$ cat config.mk
export PLATFORM = sky130hd
export DESIGN_NAME = lpc_excitation
export DESIGN_NICKNAME = d
export VERILOG_FILES = /design/src/rtl/lpc_pkg.sv /design/src/rtl/lpc_lfsr16.sv /design/src/rtl/lpc_excitation.sv
export SDC_FILE = /design/constraint.sdc
export NUM_CORES = 1
export LEC_CHECK = 0
export CAP_MARGIN = 20
export CELL_PAD_IN_SITES_DETAIL_PLACEMENT = 1
export CELL_PAD_IN_SITES_GLOBAL_PLACEMENT = 2
export CORE_ASPECT_RATIO = 1.1
export CORE_MARGIN = 4
export CORE_UTILIZATION = 39
export DETAILED_ROUTE_END_ITERATION = 8
export HOLD_SLACK_MARGIN = 0.05
export PLACE_DENSITY_LB_ADDON = 0.1
export SLEW_MARGIN = 10
export SYNTH_ARGS = -nofsm -noshare
export SYNTH_HDL_FRONTEND = slang
export SYNTH_SLANG_ARGS = --single-unit
$ cat constraint.sdc
create_clock -name clk -period 12.2 [get_ports clk]
set_input_delay 3.66 -clock clk [delete_from_list [all_inputs] [get_ports clk]]
set_output_delay 3.66 -clock clk [all_outputs]
set_load 0.005 [all_outputs]
$ cat src/rtl/lpc_pkg.sv
// Shared definitions for the LPC excitation source.
// Contents: sample width, frame length, noise seed and tap mask, the
// excitation FSM state type, and the 16-bit LFSR step function.
package lpc_pkg;

  localparam int          DW        = 16;       // excitation sample width (signed)
  localparam int          FRAME_LEN = 240;      // samples per LPC frame
  localparam logic [15:0] LFSR_SEED = 16'hACE1; // nonzero noise seed
  // Feedback taps at bits 15, 13, 12 and 10.
  localparam logic [15:0] LFSR_TAPS = 16'hB400;

  typedef enum logic {
    IDLE = 1'b0,
    RUN  = 1'b1
  } state_t;

  // One LFSR step: shift left, feedback enters at bit 0.
  function automatic logic [15:0] lfsr_next(input logic [15:0] l);
    return {l[14:0], ^(l & LFSR_TAPS)};
  endfunction

endpackage

$ cat src/rtl/lpc_lfsr16.sv
// 16-bit Fibonacci LFSR noise source.
// Ports:
//   clk  - clock
//   rst  - synchronous active-high reset, loads seed
//   adv  - advance one step this cycle
//   seed - reset value (must be nonzero)
//   q    - current register value
module lpc_lfsr16
  import lpc_pkg::*;
(
  input  logic        clk,
  input  logic        rst,
  input  logic        adv,
  input  logic [15:0] seed,
  output logic [15:0] q
);

  always_ff @(posedge clk) begin
    if (rst) begin
      q <= seed;
    end else if (adv) begin
      q <= lfsr_next(q);
    end
  end

endmodule

$ cat src/rtl/lpc_excitation.sv
// LPC excitation source: per sample strobe emits either a gain-scaled
// impulse train at the pitch period (voiced) or gain-scaled LFSR noise
// (unvoiced). Frame parameters are double-buffered and only take effect
// at frame boundaries so the excitation stays aligned with the filter
// coefficients of the same frame.
//
// Optional build macro: EXC_JITTER_EN adds +/-1 sample pitch jitter,
// chosen from the LFSR at each voiced pulse.
//
// Ports:
//   clk, rst     - clock, synchronous active-high reset
//   en           - sample strobe, one output sample per en cycle in RUN
//   par_valid    - frame parameters offered
//   par_ready    - shadow register empty; accepted on par_valid & par_ready
//   voiced       - 1 = pulse train, 0 = noise
//   pitch[15:0]  - pitch period in samples
//   gain[14:0]   - amplitude, unsigned Q0.15
//   x[DW-1:0]    - signed excitation sample (registered)
//   v            - x valid (registered en while in RUN)
//   frame_start  - high with the first v of each frame
//   underrun     - one-cycle pulse: boundary reached with no pending params
//   fsm_state    - current FSM state (0 = IDLE, 1 = RUN) for observation
//
// Handshake: parameters transfer on a cycle where par_valid and par_ready
// are both high; par_valid may be held, the source must keep the fields
// stable until the transfer cycle, and par_ready does not depend on
// par_valid.
module lpc_excitation
  import lpc_pkg::*;
(
  input  logic          clk,
  input  logic          rst,
  input  logic          en,
  input  logic          par_valid,
  output logic          par_ready,
  input  logic          voiced,
  input  logic [15:0]   pitch,
  input  logic [14:0]   gain,
  output logic [DW-1:0] x,
  output logic          v,
  output logic          frame_start,
  output logic          underrun,
  output logic          fsm_state
);

  state_t      state;

  // Active frame parameters
  logic        act_voiced;
  logic [15:0] act_pitch;
  logic [14:0] act_gain;

  // Shadow (next-frame) parameters
  logic        sh_valid;
  logic        sh_voiced;
  logic [15:0] sh_pitch;
  logic [14:0] sh_gain;

  logic [15:0] fcnt;
  logic [15:0] pcnt;
  // Set between leaving IDLE and the first sample: that boundary already
  // has fresh parameters, so it must not report an underrun.
  logic        first;

  logic [15:0] lfsr_q;

  logic        accept;
  logic        run_en;
  logic        boundary;
  logic        bypass;
  logic        use_shadow;
  logic        underrun_now;
  logic        sel_voiced;
  logic [15:0] sel_pitch;
  logic [14:0] sel_gain;
  logic [15:0] pcnt_cur;
  logic        pulse;
  logic [16:0] per;
  logic [16:0] per_eff;
  logic        wrap;
  logic [15:0] pcnt_next;
  logic [15:0] fcnt_next;
  logic signed [31:0] noise_a;
  logic signed [31:0] noise_g;
  logic signed [31:0] noise_p;
  logic signed [31:0] noise_s;
  logic [DW-1:0] x_next;

`ifdef EXC_JITTER_EN
  logic [1:0]  jit_code;
  logic [1:0]  code_now;
`endif

  assign par_ready = ~sh_valid;
  assign fsm_state = state;

  lpc_lfsr16 u_lfsr (
    .clk  (clk),
    .rst  (rst),
    .adv  (run_en),
    .seed (LFSR_SEED),
    .q    (lfsr_q)
  );

  always_comb begin
    accept       = par_valid & par_ready;
    run_en       = (state == RUN) & en;
    boundary     = run_en & (fcnt == 16'd0);
    bypass       = boundary & accept;
    use_shadow   = boundary & ~accept & sh_valid;
    underrun_now = boundary & ~accept & ~sh_valid & ~first;

    // Parameters used for this sample (boundary loads happen first).
    sel_voiced = act_voiced;
    sel_pitch  = act_pitch;
    sel_gain   = act_gain;
    if (bypass) begin
      sel_voiced = voiced;
      sel_pitch  = pitch;
      sel_gain   = gain;
    end else if (use_shadow) begin
      sel_voiced = sh_voiced;
      sel_pitch  = sh_pitch;
      sel_gain   = sh_gain;
    end

    // Pulse phase restarts only when a frame turns from noise to voiced.
    pcnt_cur = pcnt;
    if (boundary && !act_voiced && sel_voiced) begin
      pcnt_cur = 16'd0;
    end
    pulse = sel_voiced & (pcnt_cur == 16'd0);

    per = (sel_pitch < 16'd2) ? 17'd2 : {1'b0, sel_pitch};
`ifdef EXC_JITTER_EN
    // A new offset is drawn at each pulse and held for the whole period.
    code_now = pulse ? lfsr_q[1:0] : jit_code;
    case (code_now)
      2'b00:   per_eff = (per == 17'd2) ? 17'd2 : per - 17'd1;
      2'b11:   per_eff = per + 17'd1;
      default: per_eff = per;
    endcase
`else
    per_eff = per;
`endif
    wrap      = ({1'b0, pcnt_cur} >= (per_eff - 17'd1));
    pcnt_next = wrap ? 16'd0 : pcnt_cur + 16'd1;
    fcnt_next = (fcnt == 16'(FRAME_LEN - 1)) ? 16'd0 : fcnt + 16'd1;

    // |lfsr * gain| >> 15 stays within 16 bits, so truncation is exact.
    noise_a = {{16{lfsr_q[15]}}, lfsr_q};
    noise_g = {17'd0, sel_gain};
    noise_p = noise_a * noise_g;
    noise_s = noise_p >>> 15;

    if (sel_voiced) begin
      x_next = pulse ? DW'({1'b0, sel_gain}) : '0;
    end else begin
      x_next = noise_s[DW-1:0];
    end
  end

  always_ff @(posedge clk) begin
    if (rst) begin
      state       <= IDLE;
      act_voiced  <= 1'b0;
      act_pitch   <= 16'd0;
      act_gain    <= 15'd0;
      sh_valid    <= 1'b0;
      sh_voiced   <= 1'b0;
      sh_pitch    <= 16'd0;
      sh_gain     <= 15'd0;
      fcnt        <= 16'd0;
      pcnt        <= 16'd0;
      first       <= 1'b0;
      x           <= '0;
      v           <= 1'b0;
      frame_start <= 1'b0;
      underrun    <= 1'b0;
`ifdef EXC_JITTER_EN
      jit_code    <= 2'b01;
`endif
    end else begin
      v           <= 1'b0;
      frame_start <= 1'b0;
      underrun    <= 1'b0;
      case (state)
        IDLE: begin
          // First parameters go straight to the active set.
          if (accept) begin
            act_voiced <= voiced;
            act_pitch  <= pitch;
            act_gain   <= gain;
            fcnt       <= 16'd0;
            pcnt       <= 16'd0;
            first      <= 1'b1;
            state      <= RUN;
          end
        end
        RUN: begin
          if (accept && !boundary) begin
            sh_valid  <= 1'b1;
            sh_voiced <= voiced;
            sh_pitch  <= pitch;
            sh_gain   <= gain;
          end
          if (run_en) begin
            act_voiced  <= sel_voiced;
            act_pitch   <= sel_pitch;
            act_gain    <= sel_gain;
            if (use_shadow) begin
              sh_valid <= 1'b0;
            end
            x           <= x_next;
            v           <= 1'b1;
            frame_start <= boundary;
            underrun    <= underrun_now;
            fcnt        <= fcnt_next;
            pcnt        <= pcnt_next;
            first       <= 1'b0;
`ifdef EXC_JITTER_EN
            if (pulse) begin
              jit_code <= lfsr_q[1:0];
            end
`endif
          end
        end
        default: state <= IDLE;
      endcase
    end
  end

endmodule

[Word-level counts from Yosys, hierarchy flattened]
Index checks and enable logic that the tools add are counted.
Word-level totals
  flip-flop bits (word level): 134
  input bits: 36
Cells by class
  add/subtract/negate cells: 3
  $mul: 1
  magnitude comparators: 2
  eq/ne operators: 3
  muxes and demuxes: 35
  bitwise logic cells: 14
  reduce and logical (&&, ||, !) cells: 13
Operator list (number)
  $mux 16: 12
  $pmux 16 s2: 3
  $mux 15: 5
  $add 16x1->16 const B: 2
  $logic_not 16->1: 2
  $mul 16x16->31: 1
  $pmux 15 s2: 1
  $ge 16x17->1: 1
  $sub 16x1->17 const B: 1
  $eq 16x8->1 const B: 1
  $lt 16x2->1 const B: 1
  $reduce_xor 16->1: 1
  $mux 1: 12
  $and 1x1->1: 9
  $reduce_and 2->1: 3
  $not 1->1: 5
  $pmux 1 s2: 2
  $logic_and 1x1->1: 3
  $reduce_or 3->1: 1
  $logic_not 1->1: 2
  $ne 2x1->1 const B: 1
  $ne 2x2->1 const B: 1
  $reduce_or 2->1: 1

[Depth between registers and ports, before layout]
Gate-level depths: netlist (run 1).
  depth after elaboration: 14
  gate-level depth with buffers: 35
  mapped depth without buffers: 32

[By module]
From an unflattened synthesis (run 1), not the netlist that was laid out.
Second synthesis, totals
  cells, all modules: 1923
  area total of the unflattened synthesis: 16769.8 um^2
Modules (own cells, without submodules)
  lpc_excitation: instances 1, cells each 1884, area each 16021.6 um^2, sequential area each 2362.3 um^2
  lpc_lfsr16: instances 1, cells each 39, area each 748.2 um^2, sequential area each 480.5 um^2

[Least setup slack after synthesis (run 1)]
No wires, ideal clock.
  path kind: in2reg
  from: input en
  to: register x[13]
  arrival time: 11065 ps
  setup slack: 998 ps
  stages on the path: 30
  path buffers: 4
  cells stage by stage: and4b_1 -> and2_1 -> buf_4 -> nand3_4 -> buf_6 -> buf_2 -> mux2i_1 -> a21oi_1 -> clkbuf_1 -> nand2_1 -> fa_1 -> fa_1 -> inv_1 -> fa_1 -> fa_1 -> fa_1 -> inv_1 -> fa_1 -> inv_1 -> ha_1 -> nand2_1 -> nor2_1 -> a211oi_1 -> or4b_2 -> a41oi_1 -> o31ai_1 -> a221o_1 -> a21oi_1 -> xor2_1 -> o22ai_1
Between the ends
  longest elaborated chain between the ends: 12
  elaborated cells between the ends (all ways): 18
RTL lines
  from (decl): line lpc_excitation.sv:33  | input logic en,
  $and 1x1->1 *: line lpc_excitation.sv:107  | run_en = (state == RUN) & en;
  parallel branches: the longest is 11 deep, another holds $mul 16x16->31
  to (signal assigned): line lpc_excitation.sv:214  | x <= x_next;
  to (decl): line lpc_excitation.sv:39  | output logic [DW-1:0] x,
Mark *: on every way between the ends.
A chain may end at the register's enable or synchronous reset.

[Worst setup path after layout (run 1)]
Same ends and word-level chain as after synthesis.

==> results.md, run 1 <==
* Status: complete, no violations
* Chip height at 221 um
* Placed Cells at 2,439
* Leading area contributor after synthesis: fa_1
* Number of flops mapped to enable cells by yosys at 0
* CTS Hold Buffers Added at 0
* Clock root cell: clkbuf_16
* Post-detail-place hpwl at 40,100 um
* Hold slack final at 0.449 ns
* DIE AREA at between 0.04 and 0.05 sq mm
* Io pins at 57
* Most frequent cell on the critical path: fa_1
* Vias in the first global route at 14.7k
* Post-synth cell types at 69
* Hold path cells at 1
* WP data required at 12.51 ns
* CTS Buf Count at 17
* Residual DRC at 0
* Hold Path Sink: underrun$_SDFF_PP0_
* Clock insertion delay at the later pin of the skew report at 0.44 ns
* Worst R2R End: x[13]$_SDFFE_PP0P_
* Fin crit share at 0.962
* Hold WC Path Type: register to register
* # resized after CTS at 0
* H-tree levels at 4
* Worst-path clk slew at 0.07 ns
* Initial antenna violation count at 0
* Slowest-stage cell, CP: or4b_2
* Max transition margin at 0.283
* Crit start category: primary input
* Syn Area/Cell at ~8.4 sq um
* Via density at ~5.4
* GRT overflow at 0
* Most frequent cells in the layout: inv_1, nand2_1, fa_1, dfxtp_1, nor2_1
* Ys async rst share at 0
* Area after DPL at 0.0174 sq mm
* CTS max path bufs at 2
* Synth warnings at 0
* Crit path kind: primary input to register
* Placeable Area at 0.0405 sq mm
* GPL Wtd Cong at 0.823
* Routed length per instance at 21.5 um
* Reg2Reg Depth at 30
* CTS tree: built
* Pin count of the biggest net entering global routing at 54
* Die width at 201 um
* Flops & latches, synth at 134
* Crit path DAT at 12.05 ns
* Layout cells sized above 1 at 0.0638
* Max-cap viol count at 0
* Finished layout cell area at around 0.018 sq mm
* CP Capture Type: register
* Worst-path maximum fanout at 18
* DRT iter0 DRCs at about 560
* Crit path time final at 11.74 ns
* Row count at a little under 80
* Reg-to-reg slack, setup at 3.58 ns
* Final hold violations at 0
* TritonRoute pass-1 iters at 4
* Mapped Area at 0.0161 sq mm
* Post-synth top area share at 0.299
* Filler instances at 4,761
* Initial Util at 0.397
* Cell count after synthesis at 1,911
* Final #Nets at 2,318
* Sink Count at 134
* RSZ-0062 raised after global routing: false
* Diodes inserted at 0
* HP Start: first$_SDFFE_PP0P_
* Area Overhead vs Synth at 11.7%
* Final count of negative-setup-slack endpoints at 0
* Max Clock Skew at between 0.009 and 0.01 ns
* Fmax at 0.0852 GHz
* Synth area leaders: fa_1, dfxtp_1, ha_1
* Critical path's largest stage delay at just over 0.6 ns
* Sequential fraction of the synthesis area at 0.167
* Slew @ Worst Pin at 1.07 ns
* Syn nets at 2,284
* TNS Setup at 0 ns
* Final wirelength at 53,000 um
* Worst R2R Start: fcnt[9]$_SDFFE_PP0P_
* Fin cells at around 2.5k
* Vias at 13.3k
* Buffers on Ports at 56
* Main synth FF type: dfxtp_1
* ANT nets after route at 0
* Setup Fix Bufs, Post-CTS at 0
* Commonest non-fill, non-tap cell in the layout: inv_1
* Total GRT Usage at 0.243
* Pins Over Slew Limit at 0
* First-pass GRT wire length at ~85,000 um
-- through the flow --
| step | utilization | setup slack, ns |
|---|---|---|
| global placement | 0.429 | 0.116 |
| floorplan | - | 0.998 |
| finish | 0.443 | 0.459 |
| global route | 0.443 | 0.00429 |
| CTS | 0.443 | 0.429 |
| detailed placement | 0.429 | -0.0233 |
-- layout make-up --
type	count	area, sq um	area share
multi-input cells	1377	11800	0.661
repair buffers	116	1060	0.0590
clock buffers	18	439	0.0245
clock inverters	14	139	0.00774
well taps	513	642	0.0358
inverters	299	1120	0.0626
flip-flops and latches	134	2680	0.150
-- flip-flops by register name, indices dropped and copies added, names as in the netlist --
register and flops:
act_gain 15, act_pitch 16, act_voiced 1, fcnt 16, first 1, frame_start 1, fsm_state 1, pcnt 16
sh_gain 15, sh_pitch 16, sh_valid 1, sh_voiced 1, u_lfsr.q 16, underrun 1, v 1, x 16
-- cell usage after synthesis (4+ instances only) --
| cell type | count |
|---|---|
| a211oi_1 | 17 |
| a2111oi_0 | 9 |
| xor2_1 | 21 |
| nand2b_1 | 10 |
| o21ai_1 | 4 |
| nand4_1 | 15 |
| a31oi_1 | 4 |
| clkbuf_1 | 82 |
| a211o_1 | 8 |
| mux2i_1 | 30 |
| and2_1 | 62 |
| o21ai_0 | 37 |
| fa_1 | 240 |
| nor4_1 | 17 |
| and3_1 | 14 |
| o21bai_1 | 5 |
| nand3b_1 | 9 |
| nor2b_1 | 75 |
| or2_2 | 4 |
| a22oi_1 | 13 |
| inv_1 | 299 |
| nand2_1 | 267 |
| a21oi_1 | 108 |
| xnor2_1 | 35 |
| ha_1 | 97 |
| nand3_1 | 45 |
| dfxtp_1 | 134 |
| nor2_1 | 129 |
| buf_1 | 5 |
| o22ai_1 | 13 |
| or3_1 | 9 |
| nor3_1 | 19 |
| buf_6 | 4 |
| a21o_1 | 8 |
| buf_2 | 8 |
-- layer usage --
layer / vias to the layer above / routed length, um / GRT usage
met5: - / 0 / 0
met4: 0 / 1150 / 0.0598
met3: 66 / 1450 / 0.0223
met2: 225 / 28200 / 0.457
met1: 6834 / 22300 / 0.298
li1: 6137 / - / -
-- critical path, delay by kind of cell --
kind | cells | cell delay, ns
and+or+nand+nor | 8 | 1.86
xor gates and xnor gates | 1 | 0.21
buffers and inverters | 7 | 1.31
adders and majority gates | 7 | 3.24
AOI/OAI and AO/OA | 8 | 1.76
-- kinds of logic (layout without fill, tap and decap cells) --
kind of cell,Yosys count,after routing,share of synthesized area
xor+xnor,56,56,0.0305
mux,31,31,0.0194
flops,134,134,0.167
simple gates,700,700,0.214
buf+inv,400,447,0.0965
fa+ha+maj,337,337,0.375
compound gates,253,253,0.0982
-- worst max path at each step --
| stage | from | to | slack (ns) | cells past startpoint |
|---|---|---|---|---|
| floorplan | en | x[13]$_SDFFE_PP0P_ | 1.0 | 30 |
| global placement | en | x[7]$_SDFFE_PP0P_ | 0.12 | 31 |
| detailed placement | en | x[7]$_SDFFE_PP0P_ | -0.02 | 31 |
| CTS | en | x[7]$_SDFFE_PP0P_ | 0.43 | 31 |
| global route | en | x[13]$_SDFFE_PP0P_ | 0.004 | 31 |
| finish | en | x[13]$_SDFFE_PP0P_ | 0.46 | 31 |
Power of run 1 is not shown: default switching activity piles up to over one toggle a cycle in this logic, so the estimate is an artifact.
==> run 2, diff against run 1 <==
SLEW_MARGIN = 5   (was 10)
==> results of run 2 <==
Final layout, timing and power as in run 1 (identical DEF).
Power of run 2 is left out for the same reason.
==> run 3, diff against run 2 <==
CORE_MARGIN = 2   (was 4)
==> results.md, run 3 (synthesized netlist as in run 1, its figures left out) <==
* Status: complete, no violations
* RSZ-0062 raised after global routing: false
* Critical path's largest stage delay at 0.64 ns
* Final hold violations at 0
* Final count of negative-setup-slack endpoints at 0
* Reg-to-reg slack, setup at 3.55 ns
* HP Start: first$_SDFFE_PP0P_
* Initial Util at 0.398
* GPL Wtd Cong at 0.813
* Util after Layout at 0.447
* Slowest-stage cell, CP: or4b_2
* Setup Fix Bufs, Post-CTS at 0
* Max-cap viol count at 0
* Clock insertion delay at the later pin of the skew report at around 0.44 ns
* Max VDD drop at 357 uV
* H-tree levels at 4
* DIE AREA at 0.0428 sq mm
* Layout cells sized above 1 at 0.0648
* Most frequent cell on the critical path: fa_1
* Worst-path maximum fanout at 18
* Total GRT Usage at 0.258
* Sink Count at around 130
* Most frequent cells in the layout: inv_1, nand2_1, fa_1, dfxtp_1, nor2_1
* Buffers on Ports at between 50 and 60
* Worst R2R End: x[13]$_SDFFE_PP0P_
* Area Overhead vs Synth at 12.4%
* Design Power at 6.08 mW
* # resized after CTS at 0
* Commonest non-fill, non-tap cell in the layout: inv_1
* Pins Over Slew Limit at 0
* Hold path cells at 1
* Crit path kind: primary input to register
* Reg2Reg Depth at 26
* Crit start category: primary input
* Final #Nets at 2,321
* Post-detail-place hpwl at 38,800 um
* Clock root cell: clkbuf_16
* DRT iter0 DRCs at ~550
* Residual DRC at 0
* Slew @ Worst Pin at 1.06 ns
* Max Clock Skew at roughly 0.014 ns
* Hold WC Path Type: register to register
* Final wirelength at about 52,000 um
* Hold slack final at 0.449 ns
* CTS max path bufs at 2
* Max transition margin at 0.295
* Row count at 77
* Buf/Inv on CP at 5
* Fin crit share at 0.955
* Worst R2R Start: fcnt[9]$_SDFFE_PP0P_
* Initial antenna violation count at 1
* Io pins at 57
* TNS Setup at 0 ns
* Via density at 5.35
* Fmax at ~0.086 GHz
* Routed length per instance at roughly 21 um
* Finished layout cell area at between 0.015 and 0.02 sq mm
* Placeable Area at 0.0404 sq mm
* Area after DPL at 0.0174 sq mm
* Hold Path Sink: underrun$_SDFF_PP0_
* Chip height at roughly 220 um
* CTS Hold Buffers Added at 0
* Top delay family on crit path: adder cells
* Die width at 197 um
* Diodes inserted at 0
* LEAKAGE at 8.10 nW
* CP Capture Type: register
* Crit path DAT at approximately 12 ns
* ANT nets after route at 0
* CTS tree: built
* Vias in the first global route at 14.7k
* CTS Buf Count at 17
* Worst-path clk slew at 0.06 ns
* First-pass GRT wire length at 84,000 um
* GRT overflow at 0
* Vias at 13.2k
* Pin count of the biggest net entering global routing at 58
* TritonRoute pass-1 iters at 4
* Crit path time final at approximately 12 ns
* Power Dens Cells at 337 mW/mm^2
* WP data required at 12.50 ns
## run 3: layer usage
layer | wire (um) | GRT usage | part of all wire | vias to the layer above
li1 | - | - | - | 6134
met1 | 22600 | 0.322 | 0.43 | 6818
met2 | 27000 | 0.469 | 0.52 | 223
met3 | 1640 | 0.0335 | 0.031 | 56
met4 | 941 | 0.0629 | 0.018 | 2
met5 | 17 | 0 | 0.00033 | -
## run 3: area by class of cell
type,count,area [sq um]
Fill cell,4773,22300
Multi-Input combinational cell,1377,11800
Sequential cell,134,2680
Inverter,299,1120
Timing Repair Buffer,119,1110
Tap cell,513,642
Clock buffer,17,425
Clock inverter,14,220
## run 3: through the flow
step           std cells  setup WS [ns]
6_report            2473          0.551
2_1_floorplan       1911          0.998
5_1_grt             2473         0.0959
3_5_place_dp        2442         0.0971
4_1_cts             2473          0.523
3_3_place_gp        2442          0.229
## run 3: worst reg2reg max path: stages, from the launching register on
cell      delay, ns
dfxtp_1        0.35
nor4_2         0.32
and3_1         0.56
nand3_2        0.50
a21oi_1        0.35
buf_4          0.33
nand2_1        0.13
fa_1           0.52
fa_1           0.58
fa_1           0.46
fa_1           0.61
inv_1          0.07
fa_1           0.49
inv_1          0.05
fa_1           0.48
inv_1          0.04
ha_1           0.31
a21oi_1        0.15
o21ai_0        0.12
nand2b_1       0.17
or4b_2         0.64
a41oi_1        0.22
o31ai_1        0.20
a221o_1        0.43
a21oi_1        0.19
xor2_1         0.16
o22ai_1        0.08
## run 3: how the worst max path moves through the flow
stage | startpoint | end | slack [ns] | cells after the start
floorplan | en | x[13]$_SDFFE_PP0P_ | 1.0 | 30
global placement | en | x[13]$_SDFFE_PP0P_ | 0.23 | 28
detailed placement | en | x[13]$_SDFFE_PP0P_ | 0.1 | 27
CTS | en | x[13]$_SDFFE_PP0P_ | 0.52 | 27
global route | en | x[15]$_SDFFE_PP0P_ | 0.1 | 30
finish | en | x[13]$_SDFFE_PP0P_ | 0.55 | 27
## run 3: power by group
group / internal, mW / total (mW) / switching [mW] / leakage [nW]
sequential: 0.472 / 0.503 / 0.0308 / 1.09
combinational: 2.19 / 5.00 / 2.80 / 6.69
clock: 0.364 / 0.583 / 0.219 / 0.315
(Power assumes the default switching activity.)
